**config.mk**
```make
export PLATFORM = sky130hd
export DESIGN_NAME = crypto_core_itf_flat
export DESIGN_NICKNAME = d
export VERILOG_FILES = /design/src/rtl/crypto_core_itf_pkg.sv /design/src/rtl/crypto_core_itf_if.sv /design/src/rtl/crypto_core_itf_reg_bank.sv /design/src/rtl/crypto_core_itf.sv /design/src/flat_wrapper.sv
export SDC_FILE = /design/constraint.sdc
export NUM_CORES = 2
export LEC_CHECK = 0
export ABC_AREA = 1
export ABC_CLOCK_PERIOD_IN_PS = 3430
export BUFFER_PORTS_ARGS = -buffer_cell sky130_fd_sc_hd__buf_4
export CAP_MARGIN = 20
export CORE_ASPECT_RATIO = 0.5
export CORE_MARGIN = 2
export CORE_UTILIZATION = 40
export CTS_CLUSTER_SIZE = 20
export DETAILED_ROUTE_END_ITERATION = 12
export PLACE_DENSITY_LB_ADDON = 0.2
export SYNTH_ARGS = -nofsm -noshare
export SYNTH_HDL_FRONTEND = slang
export SYNTH_SLANG_ARGS = --single-unit
```
**constraint.sdc**
```tcl
create_clock -name clk -period 3.43 [get_ports clk]
set_input_delay 0.343 -clock clk [delete_from_list [all_inputs] [get_ports clk]]
set_output_delay 0.343 -clock clk [all_outputs]
set_load 0.02 [all_outputs]
```
**src/rtl/crypto_core_itf_pkg.sv**
```systemverilog
// Shared definitions for the crypto core bus interface:
//   - FSM state encoding
//   - control word bit positions {start, read, load, rst_itf, rst}
//   - status word bit positions {err_timeout, err_busy, end_op, busy}
//   - helpers that place the status and cycle-count words after the banks
package crypto_itf_pkg;

    typedef enum logic [1:0] {
        ST_IDLE  = 2'd0,
        ST_START = 2'd1,
        ST_BUSY  = 2'd2,
        ST_DONE  = 2'd3
    } itf_state_t;

    localparam int unsigned CTRL_RST     = 0;
    localparam int unsigned CTRL_RST_ITF = 1;
    localparam int unsigned CTRL_LOAD    = 2;
    localparam int unsigned CTRL_READ    = 3;
    localparam int unsigned CTRL_START   = 4;

    localparam int unsigned STAT_BUSY        = 0;
    localparam int unsigned STAT_END_OP      = 1;
    localparam int unsigned STAT_ERR_BUSY    = 2;
    localparam int unsigned STAT_ERR_TIMEOUT = 3;
    localparam int unsigned STAT_BITS        = 4;

    function automatic int unsigned status_addr(input int unsigned in_reg,
                                                input int unsigned out_reg);
        return in_reg + out_reg;
    endfunction

    function automatic int unsigned cycles_addr(input int unsigned in_reg,
                                                input int unsigned out_reg);
        return status_addr(in_reg, out_reg) + 1;
    endfunction

endpackage

```
**src/rtl/crypto_core_itf_if.sv**
```systemverilog
// SoC word-bus side of the crypto core interface.
//   control  : {start, read, load, rst_itf, rst} from the bus master
//   address  : word address
//   data_in  : write data
//   data_out : registered read data (1-cycle latency)
//   end_op   : operation finished
// master modport: bus master view; slave modport: crypto_core_itf view.
interface crypto_core_itf_if #(
    parameter int unsigned WIDTH = 64
);
    logic [4:0]       control;
    logic [WIDTH-1:0] address;
    logic [WIDTH-1:0] data_in;
    logic [WIDTH-1:0] data_out;
    logic             end_op;

    modport master (output control, output address, output data_in,
                    input  data_out, input  end_op);
    modport slave  (input  control, input  address, input  data_in,
                    output data_out, output end_op);
endinterface

```
**src/rtl/crypto_core_itf_reg_bank.sv**
```systemverilog
// itf_reg_bank: N words of WIDTH bits with async active-low reset,
// synchronous clear, single-word addressed write and full-width parallel
// capture. The flat output places word 0 in the LSBs.
//   clk, rst_n        : clock, async active-low reset
//   clr               : clear every word (highest priority)
//   wr_en/addr/data   : addressed word write
//   cap_en/cap_data   : load all words at once
//   q                 : flat bank contents
// CAPTURE selects which of capture and write wins when both are asserted.
module itf_reg_bank #(
    parameter int unsigned WIDTH   = 64,
    parameter int unsigned N       = 8,
    parameter bit          CAPTURE = 1'b0,
    localparam int unsigned AW     = (N > 1) ? $clog2(N) : 1
) (
    input  logic               clk,
    input  logic               rst_n,
    input  logic               clr,
    input  logic               wr_en,
    input  logic [AW-1:0]      wr_addr,
    input  logic [WIDTH-1:0]   wr_data,
    input  logic               cap_en,
    input  logic [N*WIDTH-1:0] cap_data,
    output logic [N*WIDTH-1:0] q
);
    logic [WIDTH-1:0] mem [N];

    always_ff @(posedge clk or negedge rst_n) begin
        if (!rst_n) begin
            for (int unsigned i = 0; i < N; i++) mem[i] <= '0;
        end else if (clr) begin
            for (int unsigned i = 0; i < N; i++) mem[i] <= '0;
        end else if (cap_en && (CAPTURE || !wr_en)) begin
            for (int unsigned i = 0; i < N; i++) mem[i] <= cap_data[i*WIDTH +: WIDTH];
        end else if (wr_en) begin
            mem[wr_addr] <= wr_data;
        end
    end

    for (genvar g = 0; g < N; g++) begin : g_flat
        assign q[g*WIDTH +: WIDTH] = mem[g];
    end
endmodule

```
**src/rtl/crypto_core_itf.sv**
```systemverilog
// crypto_core_itf: bus-to-core adapter for variable-latency crypto cores.
//   clk, i_rst : clock, async active-low reset
//   bus        : SoC word bus (control/address/data_in/data_out/end_op)
//   core_rst   : active-high core reset (soft rst or i_rst low)
//   core_start : one-cycle start pulse
//   core_in    : operand from the input bank, word 0 = LSBs
//   core_out   : core result, captured on core_valid while BUSY
//   core_valid : core result valid
// Address map: input bank, output bank, status word, cycle count, else 0.
module crypto_core_itf
    import crypto_itf_pkg::*;
#(
    parameter int unsigned WIDTH    = 64,
    parameter int unsigned IN_BITS  = 512,
    parameter int unsigned OUT_BITS = 256,
    parameter int unsigned TIMEOUT  = 2**20
) (
    input  logic                clk,
    input  logic                i_rst,
    crypto_core_itf_if.slave    bus,
    output logic                core_rst,
    output logic                core_start,
    output logic [IN_BITS-1:0]  core_in,
    input  logic [OUT_BITS-1:0] core_out,
    input  logic                core_valid
);
    localparam int unsigned IN_REG      = IN_BITS / WIDTH;
    localparam int unsigned OUT_REG     = OUT_BITS / WIDTH;
    localparam int unsigned STATUS_ADDR = status_addr(IN_REG, OUT_REG);
    localparam int unsigned CYCLES_ADDR = cycles_addr(IN_REG, OUT_REG);
    localparam int unsigned IN_AW       = (IN_REG > 1) ? $clog2(IN_REG) : 1;
    localparam int unsigned OUT_AW      = (OUT_REG > 1) ? $clog2(OUT_REG) : 1;

    logic c_rst, c_rst_itf, c_load, c_read, c_start;
    assign c_rst     = bus.control[CTRL_RST];
    assign c_rst_itf = bus.control[CTRL_RST_ITF];
    assign c_load    = bus.control[CTRL_LOAD];
    assign c_read    = bus.control[CTRL_READ];
    assign c_start   = bus.control[CTRL_START];

    itf_state_t           state, state_nxt;
    logic                 busy;
    logic                 start_ok;
    logic                 timeout_hit;
    logic [31:0]          cnt, cycles;
    logic                 err_busy, err_timeout;
    logic [STAT_BITS-1:0] status;
    logic [OUT_BITS-1:0]  out_flat;
    logic [WIDTH-1:0]     rd_word;
    logic [OUT_AW-1:0]    out_idx;

    assign core_rst    = c_rst | ~i_rst;
    assign start_ok    = c_start && (state == ST_IDLE || state == ST_DONE);
    assign timeout_hit = (TIMEOUT != 0) && (cnt == 32'(TIMEOUT - 1));

    // State register
    always_ff @(posedge clk or negedge i_rst) begin
        if (!i_rst) state <= ST_IDLE;
        else        state <= state_nxt;
    end

    // Next-state logic; soft reset dominates every other request
    always_comb begin
        state_nxt = state;
        if (c_rst) begin
            state_nxt = ST_IDLE;
        end else begin
            case (state)
                ST_IDLE:  if (c_start) state_nxt = ST_START;
                ST_START: state_nxt = ST_BUSY;
                ST_BUSY:  if (core_valid || timeout_hit) state_nxt = ST_DONE;
                ST_DONE:  if (c_start) state_nxt = ST_START;
                default:  state_nxt = ST_IDLE;
            endcase
        end
    end

    // Outputs decoded from state
    always_comb begin
        core_start = (state == ST_START);
        bus.end_op = (state == ST_DONE);
        busy       = (state == ST_START) || (state == ST_BUSY);
    end

    // Latency counter, captured cycle count and sticky error flags
    always_ff @(posedge clk or negedge i_rst) begin
        if (!i_rst) begin
            cnt         <= '0;
            cycles      <= '0;
            err_busy    <= 1'b0;
            err_timeout <= 1'b0;
        end else if (c_rst) begin
            cnt         <= '0;
            cycles      <= '0;
            err_busy    <= 1'b0;
            err_timeout <= 1'b0;
        end else begin
            if (start_ok) begin
                cnt         <= '0;
                err_busy    <= 1'b0;
                err_timeout <= 1'b0;
            end
            if (busy && (c_load || c_start)) err_busy <= 1'b1;
            case (state)
                ST_START: cnt <= '0;
                ST_BUSY: begin
                    if (cnt != '1) cnt <= cnt + 32'd1;
                    if (core_valid)       cycles      <= cnt;
                    else if (timeout_hit) err_timeout <= 1'b1;
                end
                default: ;
            endcase
        end
    end

    itf_reg_bank #(
        .WIDTH   (WIDTH),
        .N       (IN_REG),
        .CAPTURE (1'b0)
    ) u_in_bank (
        .clk      (clk),
        .rst_n    (i_rst),
        .clr      (c_rst_itf && !busy && !c_rst),
        .wr_en    (c_load && !busy && !c_rst && (bus.address < WIDTH'(IN_REG))),
        .wr_addr  (bus.address[IN_AW-1:0]),
        .wr_data  (bus.data_in),
        .cap_en   (1'b0),
        .cap_data ('0),
        .q        (core_in)
    );

    itf_reg_bank #(
        .WIDTH   (WIDTH),
        .N       (OUT_REG),
        .CAPTURE (1'b1)
    ) u_out_bank (
        .clk      (clk),
        .rst_n    (i_rst),
        .clr      (c_rst),
        .wr_en    (1'b0),
        .wr_addr  ('0),
        .wr_data  ('0),
        .cap_en   ((state == ST_BUSY) && core_valid && !c_rst),
        .cap_data (core_out),
        .q        (out_flat)
    );

    assign status[STAT_BUSY]        = busy;
    assign status[STAT_END_OP]      = bus.end_op;
    assign status[STAT_ERR_BUSY]    = err_busy;
    assign status[STAT_ERR_TIMEOUT] = err_timeout;

    assign out_idx = OUT_AW'(bus.address - WIDTH'(IN_REG));

    // Read address decode
    always_comb begin
        rd_word = '0;
        if (bus.address < WIDTH'(IN_REG))
            rd_word = core_in[bus.address[IN_AW-1:0]*WIDTH +: WIDTH];
        else if (bus.address < WIDTH'(STATUS_ADDR))
            rd_word = out_flat[out_idx*WIDTH +: WIDTH];
        else if (bus.address == WIDTH'(STATUS_ADDR))
            rd_word = WIDTH'(status);
        else if (bus.address == WIDTH'(CYCLES_ADDR))
            rd_word = WIDTH'(cycles);
    end

    always_ff @(posedge clk or negedge i_rst) begin
        if (!i_rst)                bus.data_out <= '0;
        else if (c_read && !c_rst) bus.data_out <= rd_word;
    end
endmodule

```
**src/flat_wrapper.sv**
```systemverilog
// flat-port wrapper written by rule: the top's interface ports become plain ports
module crypto_core_itf_flat import crypto_itf_pkg::*;
#(
    parameter int unsigned WIDTH    = 64,
    parameter int unsigned IN_BITS  = 512,
    parameter int unsigned OUT_BITS = 256,
    parameter int unsigned TIMEOUT  = 2**20
)
  (clk, i_rst, core_rst, core_start, core_in, core_out, core_valid, bus_control, bus_address, bus_data_in, bus_data_out, bus_end_op);
  crypto_core_itf_if #(.WIDTH(WIDTH)) bus_i ();
  input  logic clk;
  input  logic i_rst;
  output logic core_rst;
  output logic core_start;
  output logic [IN_BITS-1:0] core_in;
  input  logic [OUT_BITS-1:0] core_out;
  input  logic core_valid;
  input wire logic [$bits(bus_i.control)-1:0] bus_control;
  input wire logic [$bits(bus_i.address)-1:0] bus_address;
  input wire logic [$bits(bus_i.data_in)-1:0] bus_data_in;
  output wire logic [$bits(bus_i.data_out)-1:0] bus_data_out;
  output wire logic [$bits(bus_i.end_op)-1:0] bus_end_op;
  assign bus_i.control = bus_control;
  assign bus_i.address = bus_address;
  assign bus_i.data_in = bus_data_in;
  assign bus_data_out = bus_i.data_out;
  assign bus_end_op = bus_i.end_op;
  crypto_core_itf #(.WIDTH(WIDTH), .IN_BITS(IN_BITS), .OUT_BITS(OUT_BITS), .TIMEOUT(TIMEOUT)) u_core (.clk(clk), .i_rst(i_rst), .bus(bus_i), .core_rst(core_rst), .core_start(core_start), .core_in(core_in), .core_out(core_out), .core_valid(core_valid));
endmodule
```
# --- Word level (Yosys, flattened, before mapping) ---
# Cells that the tools add are included.
totals:
  reg_bits: 900
  out_inout_bits: 579
op_classes:
  addsub: 2
  n_lt_le_gt_ge: 4
  n_eq_ne: 9
  shift: 2
  n_mux: 30
  n_bitwise: 3
  reduce_logical: 26
op_table:
  columns: ["cell", "n"]
  rows:
  - ["2-to-1 mux 512 bit", 2]
  - ["bitwise mux 512 bit", 1]
  - ["2-to-1 mux 256 bit", 2]
  - ["variable part select 512 x 10 -> 64 bit", 1]
  - ["2-to-1 mux 64 bit", 4]
  - ["variable part select 256 x 9 -> 64 bit", 1]
  - ["2-to-1 mux 32 bit", 7]
  - ["demux 64 bit (select 3 bit)", 1]
  - ["== test 64 x 4 -> 1 bit (second input constant)", 2]
  - ["less-than comparator 64 x 4 -> 1 bit (second input constant)", 2]
  - ["case mux 32 bit (2 select lines)", 1]
  - ["adder 32 x 1 -> 32 bit (second input constant)", 1]
  - ["== test 32 x 20 -> 1 bit (second input constant)", 1]
  - ["!= test 32 bit (second input constant)", 1]
  - ["logical AND 1 bit", 11]
  - ["2-to-1 mux 1 bit", 8]
  - ["nonzero test 2 bit", 4]
  - ["2-to-1 mux 2 bit", 3]
  - ["case mux 2 bit (3 select lines)", 1]
  - ["== test 2 bit (second input constant)", 2]
  - [">= comparator 4 bit (second input constant)", 1]
  - ["logical OR 1 bit", 4]
  - ["less-than comparator 4 x 1 -> 1 bit (second input constant)", 1]
  - ["inverter 3 -> 4 bit", 1]
  - ["11 further kinds", 13]

# --- Depth between registers and ports, before layout ---
depth:
  word_depth: 8
  ltp_mapped: 14
  ltp_nobuf: 12

# --- By module ---
# From an unflattened synthesis, not the netlist that was laid out.
hier_totals:
  cells_unflattened: 8061
  hier_area_um2: 53054.6
by_module_without_submodules:
  columns: ["module", "instances", "cells_per_inst", "area_per_inst_um2"]
  rows:
  - ["itf_reg_bank at u_core.u_in_bank", 1, 3690, 25926.1]
  - ["itf_reg_bank at u_core.u_out_bank", 1, 2075, 13601.8]
  - ["crypto_core_itf", 1, 2296, 13526.7]

# --- Worst setup path before layout ---
# No wires, ideal clock.
synth_timing:
  path_type: "reg-to-reg"
  startpoint: "register u_core.state[0]"
  endpoint: "register u_core.u_in_bank.mem (netlist bit u_core.u_in_bank.q[309])"
  t_arrival_ns: 1.965
  required_ns: 3.364
  path_slack_ns: 1.398
  stages_incl_launch_ff: 10
  n_path_buf: 4
  period_less_slack_ns: 2.032
  cell_sequence: "dfrtp_1 inv_1 ha_1 clkbuf_1 nand3_1 buf_2 clkbuf_1 buf_1 nand3_1 nand2_1"
synth_via:
  elab_chain_len: 7
  elab_cells_between_ends: 11
synth_rtl:
  columns: ["element", "line_no", "text"]
  rows:
  - ["start: declaration", "crypto_core_itf.sv:41", "itf_state_t state, state_nxt;"]
  - ["start signal: assignment", "crypto_core_itf.sv:59", "else state <= state_nxt;"]
  - ["== test 2 x 1 -> 1 bit / == test 2 bit (equally long branches)", "crypto_core_itf.sv:82", "busy = (state == ST_START) || (state == ST_BUSY);"]
  - ["logical OR 1 bit *", "crypto_core_itf.sv:82", null]
  - ["zero test 1 bit *", "crypto_core_itf.sv:123, crypto_core_itf.sv:124", null]
  - ["logical AND 1 bit (3 in a row)", "crypto_core_itf.sv:124", ".wr_en (c_load && !busy && !c_rst && (bus.address < WIDTH'(IN_REG))),"]
  - ["nonzero test 2 bit (no line)", null, null]
  - ["end signal: indexed assignment", "crypto_core_itf_reg_bank.sv:36", "mem[wr_addr] <= wr_data;"]
  - ["end: declaration", "crypto_core_itf_reg_bank.sv:26", "logic [WIDTH-1:0] mem [N];"]
# Mark *: on every way between the ends. The rest lies on a longest branch, timed or not.
# A chain may end at the register's enable or synchronous reset.

# --- Worst setup path in the final report ---
layout_timing:
  startpoint: "register u_core.state[0]"
  endpoint: "register u_core.cnt[6]"
layout_via:
  elab_chain_len: 7
  elab_cells_between_ends: 10
layout_rtl:
  columns: ["element", "line_no", "text"]
  rows:
  - ["== test 2 bit / zero test 2 bit (equally long branches)", "crypto_core_itf.sv:53", "assign start_ok = c_start && (state == ST_IDLE || state == ST_DONE);"]
  - ["logical OR 1 bit", "crypto_core_itf.sv:53", null]
  - ["logical AND 1 bit", "crypto_core_itf.sv:53", null]
  - ["2-to-1 mux 32 bit", "crypto_core_itf.sv:98", "if (start_ok) begin"]
  - ["2-to-1 mux 32 bit", "crypto_core_itf.sv:107", "if (cnt != '1) cnt <= cnt + 32'd1;"]
  - ["case mux 32 bit (2 select lines) *", "crypto_core_itf.sv:104", "case (state)"]
  - ["2-to-1 mux 32 bit *", "crypto_core_itf.sv:92", "end else if (c_rst) begin"]
  - ["end signal: assignment", "crypto_core_itf.sv:107", null]
  - ["end: declaration", "crypto_core_itf.sv:45", "logic [31:0] cnt, cycles;"]
# Marks and branches as above.

==> metrics.cfg <==
[clocking]
h-tree-depth=3
clock_latency_ns=0.72
clkSinkCount=900
cts_max_path_buffers=3
root_buffer=clkbuf_16
numCtsBuffers=86
cts_resized=0
cts_tree=yes
path_clk_slew_ns=0.07

[setup_path]
worst_setup_path_end_kind=register
crit_top_cell=nand2_1
cp_slowest_stage_delay_ns=0.56
cp_top_family=simple AND/OR/NAND/NOR gates
path_cells=inv_1 > ha_1 > nand2_1 > inv_1 > nor2_1 > nand3b_1 > nand3_1 > nand2_1 > nand2_1 > nor2_1 > dlygate4sd3_1
path_buf_inv=3
reg2reg_depth=11
path_max_fanout=9
r2r-start=u_core.state[0]
critPathLaunchType=register
slowest_stage=dlygate4sd3_1
worst-endpoint-required_ns=4.01
crit_type=register to register
critPathArrivalTime_ns=3.47
r2r-end=u_core.cnt[6]
r2r_setup_slack_ns=0.54

[timing]
fin_crit_sh_pct=84.3
tightest_slew_ns=1.20
hold_viol_final=0
timing.slew.headroom_pct=19.3
skew_ns=0.0328
rsz0062_at_grt=no
period_needed_ns=2.89
fin_setup_tns_ns=0
max_freq_mhz=346
finalSetupViolations=0
drv_slew=0

[yosys]
synth_area_leaders=dfrtp_1 50%, nand3_1 15%, nand2_1 11%, nor2_1 5.0%, o21ai_0 4.9%
synth-seq-area-share_pct=50.4
netlist_area_mm2=0.0447
synth_cell_type_count=37
synth_warnings=0
synth_top_area_cell=dfrtp_1
syn_avg_cell_area_um2=7.68
synthCells=5824
synth_top_area_share_pct=50.4
ys_ff_latch=900
syn_nets=6220

[min_path]
hold_depth=3
worstHoldEndpoint=u_core.u_out_bank.q[195]
hold_start=core_out[195]
hold_class=primary input to register

[die]
start_util_pct=40.5
core_area_mm2=0.111
rows=86
die_area_mm2=0.115
die_height_um=240
die_w_um=477
ios=971

[routing]
vias=49800
wire_per_inst_um=27.2
first_pass_iters=6
drtAntennaViolNets=0
drt_iter0_drc=6812
drc=0
viasPerCell=5.95
wirelength_um=228000

[placed_design]
dp_cells=7943
place_hpwl_um=151000
port_buffers=970
place_congestion=0.961

[power]
power_density_mw_per_mm2=605
vdd_ir_drop_max_v=0.000395
cellLeakagePower_nw=29.3

[global_routing]
grtUsageTotal_pct=38.5
antenna_found_initial=16
grt_overflow=0
grt_max_degree=168
grt_pass1_wl_um=328000
grt_pass1_vias=46600

[finish]
layout.nets=7195
syn_to_final_growth_pct=32.6
layout-drive-gt1-share_pct=18.8
fin_cells=8377

[run]
maxCapViolations=0

[outcome]
status=finished, final reports clean

[how the worst max path moves through the flow]
| stage | startpoint | to | slack, ns | cells after the start |
|---|---|---|---|---|
| after floorplan | u_core.state[0] | u_core.u_in_bank.q[309] | 1.40 | 9 |
| after global placement | bus_address[61] | u_core.bus.data_out[14] | 0.43 | 14 |
| after detailed placement | bus_address[0] | u_core.bus.data_out[14] | 0.44 | 13 |
| after CTS | u_core.state[0] | u_core.err_busy | 0.58 | 8 |
| after global routing | u_core.state[0] | u_core.cnt[6] | 0.39 | 11 |
| final | u_core.state[0] | u_core.cnt[6] | 0.54 | 11 |
[cell type report]
class                      count  area (um^2)
fill                       10300        51200
sequential                   900        22500
multi-input combinational   4178        19300
timing repair buffer        1371        11600
clock buffer                 121         2480
tap                         1496         1870
inverter                     262         1010
clock inverter                37          454
antenna                       12         30.0
[synthesized netlist by cell type]
| master | instances |
|---|---|
| nor2_2 | 4 |
| clkinv_2 | 1 |
| nand3_1 | 1329 |
| o221ai_1 | 28 |
| inv_1 | 251 |
| o211ai_1 | 57 |
| a21oi_1 | 244 |
| buf_6 | 21 |
| o2111ai_1 | 4 |
| nand2_2 | 1 |
| buf_4 | 1 |
| a31oi_1 | 4 |
| buf_2 | 86 |
| dfrtp_1 | 900 |
| or2_2 | 1 |
| nor2_1 | 595 |
| o31ai_1 | 5 |
| o22ai_1 | 36 |
| o21bai_1 | 16 |
| buf_8 | 1 |
| nor2_4 | 2 |
| clkbuf_1 | 291 |
| nand2_1 | 1299 |
| nor4_1 | 2 |
| xnor2_1 | 1 |
| xor2_1 | 10 |
| nand4_1 | 72 |
| o21ai_0 | 438 |
| nor3_1 | 13 |
| inv_2 | 7 |
| o21a_1 | 1 |
| nand3b_1 | 1 |
| ha_1 | 4 |
| a211oi_1 | 2 |
| o21ai_1 | 9 |
| buf_1 | 84 |
| clkinv_1 | 3 |
[cell usage in the layout, fill, tap and decap left out, drive strengths merged, types with 2 or more instances in the layout]
master,synthesis,layout
nand3,1329,1329
nand2,1300,1300
buf,193,1106
dfrtp,900,900
nor2,601,601
o21ai,447,447
dlygate4sd3,0,264
inv,258,263
a21oi,244,244
clkbuf,291,122
nand4,72,72
o211ai,57,57
o22ai,36,36
o221ai,28,28
clkinv,4,27
o21bai,16,16
nor3,13,13
diode,0,12
xor2,10,10
bufinv,0,8
o31ai,5,5
a31oi,4,4
o2111ai,4,4
ha,4,4
a211oi,2,2
nor4,2,2
[worst register-to-register path, delay by kind of cell, from the launching register on]
family	cells	cell delay, ns
adders and majority gates	1	0.38
buffers and inverters	3	0.78
and+or+nand+nor	7	1.20
DFF	1	0.41
[registers in the layout, indices dropped and copies added, names as in the netlist]
register / flops
u_core.u_in_bank.q: 512
u_core.u_out_bank.q: 256
u_core.bus.data_out: 64
u_core.cnt: 32
u_core.cycles: 32
u_core.state: 2
u_core.err_busy: 1
u_core.err_timeout: 1
[power by group]
group | switching [mW] | leakage [nW] | internal [mW]
Clock | 4.63 | 1.46 | 5.70
Sequential | 1.49 | 12.3 | 12.2
Combinational | 8.02 | 15.5 | 3.86
[routing by layer]
| metal | GRT usage, % | share of wire (%) | vias up |
|---|---|---|---|
| met3 | 9.87 | 10 | 672 |
| met5 | 0 | 0.019 | - |
| li1 | - | - | 21400 |
| met1 | 51.3 | 40 | 24500 |
| met4 | 23.8 | 7.4 | 6 |
| met2 | 56.3 | 43 | 3174 |
[timing repair]
item	CTS	global route
setup endpoints to repair	0	0
buffers inserted	0	0
hold buffers	264	0
endpoints found under the hold margin	285	0
[per-stage QoR]
step                setup WS (ns)  hold slack [ns]  utilization, %  cell area (um^2)  total power [mW]
floorplan                    1.40           0.0474               -             44700              19.3
global placement            0.428            0.286            48.6             53700              25.0
detailed placement          0.444            0.283            48.6             53700              25.2
CTS                         0.582           0.0211            53.6             59200              35.6
global route                0.391           0.0310            53.6             59300              37.2
finish                      0.540           0.0431            53.6             59300              35.9
[kinds of logic (layout without fill, tap and decap cells)]
family | after synthesis | count (layout) | synth area share [%]
AO/OA/AOI/OAI | 844 | 844 | 10.3
XOR/XNOR | 11 | 11 | 0.216
adder cells (fa/ha/maj) | 4 | 4 | 0.112
buffers and inverters | 746 | 1791 | 6.89
flip-flops | 900 | 900 | 50.4
other | 0 | 12 | 0
AND/OR/NAND/NOR | 3319 | 3319 | 32.1
(Power assumes the default switching activity.)
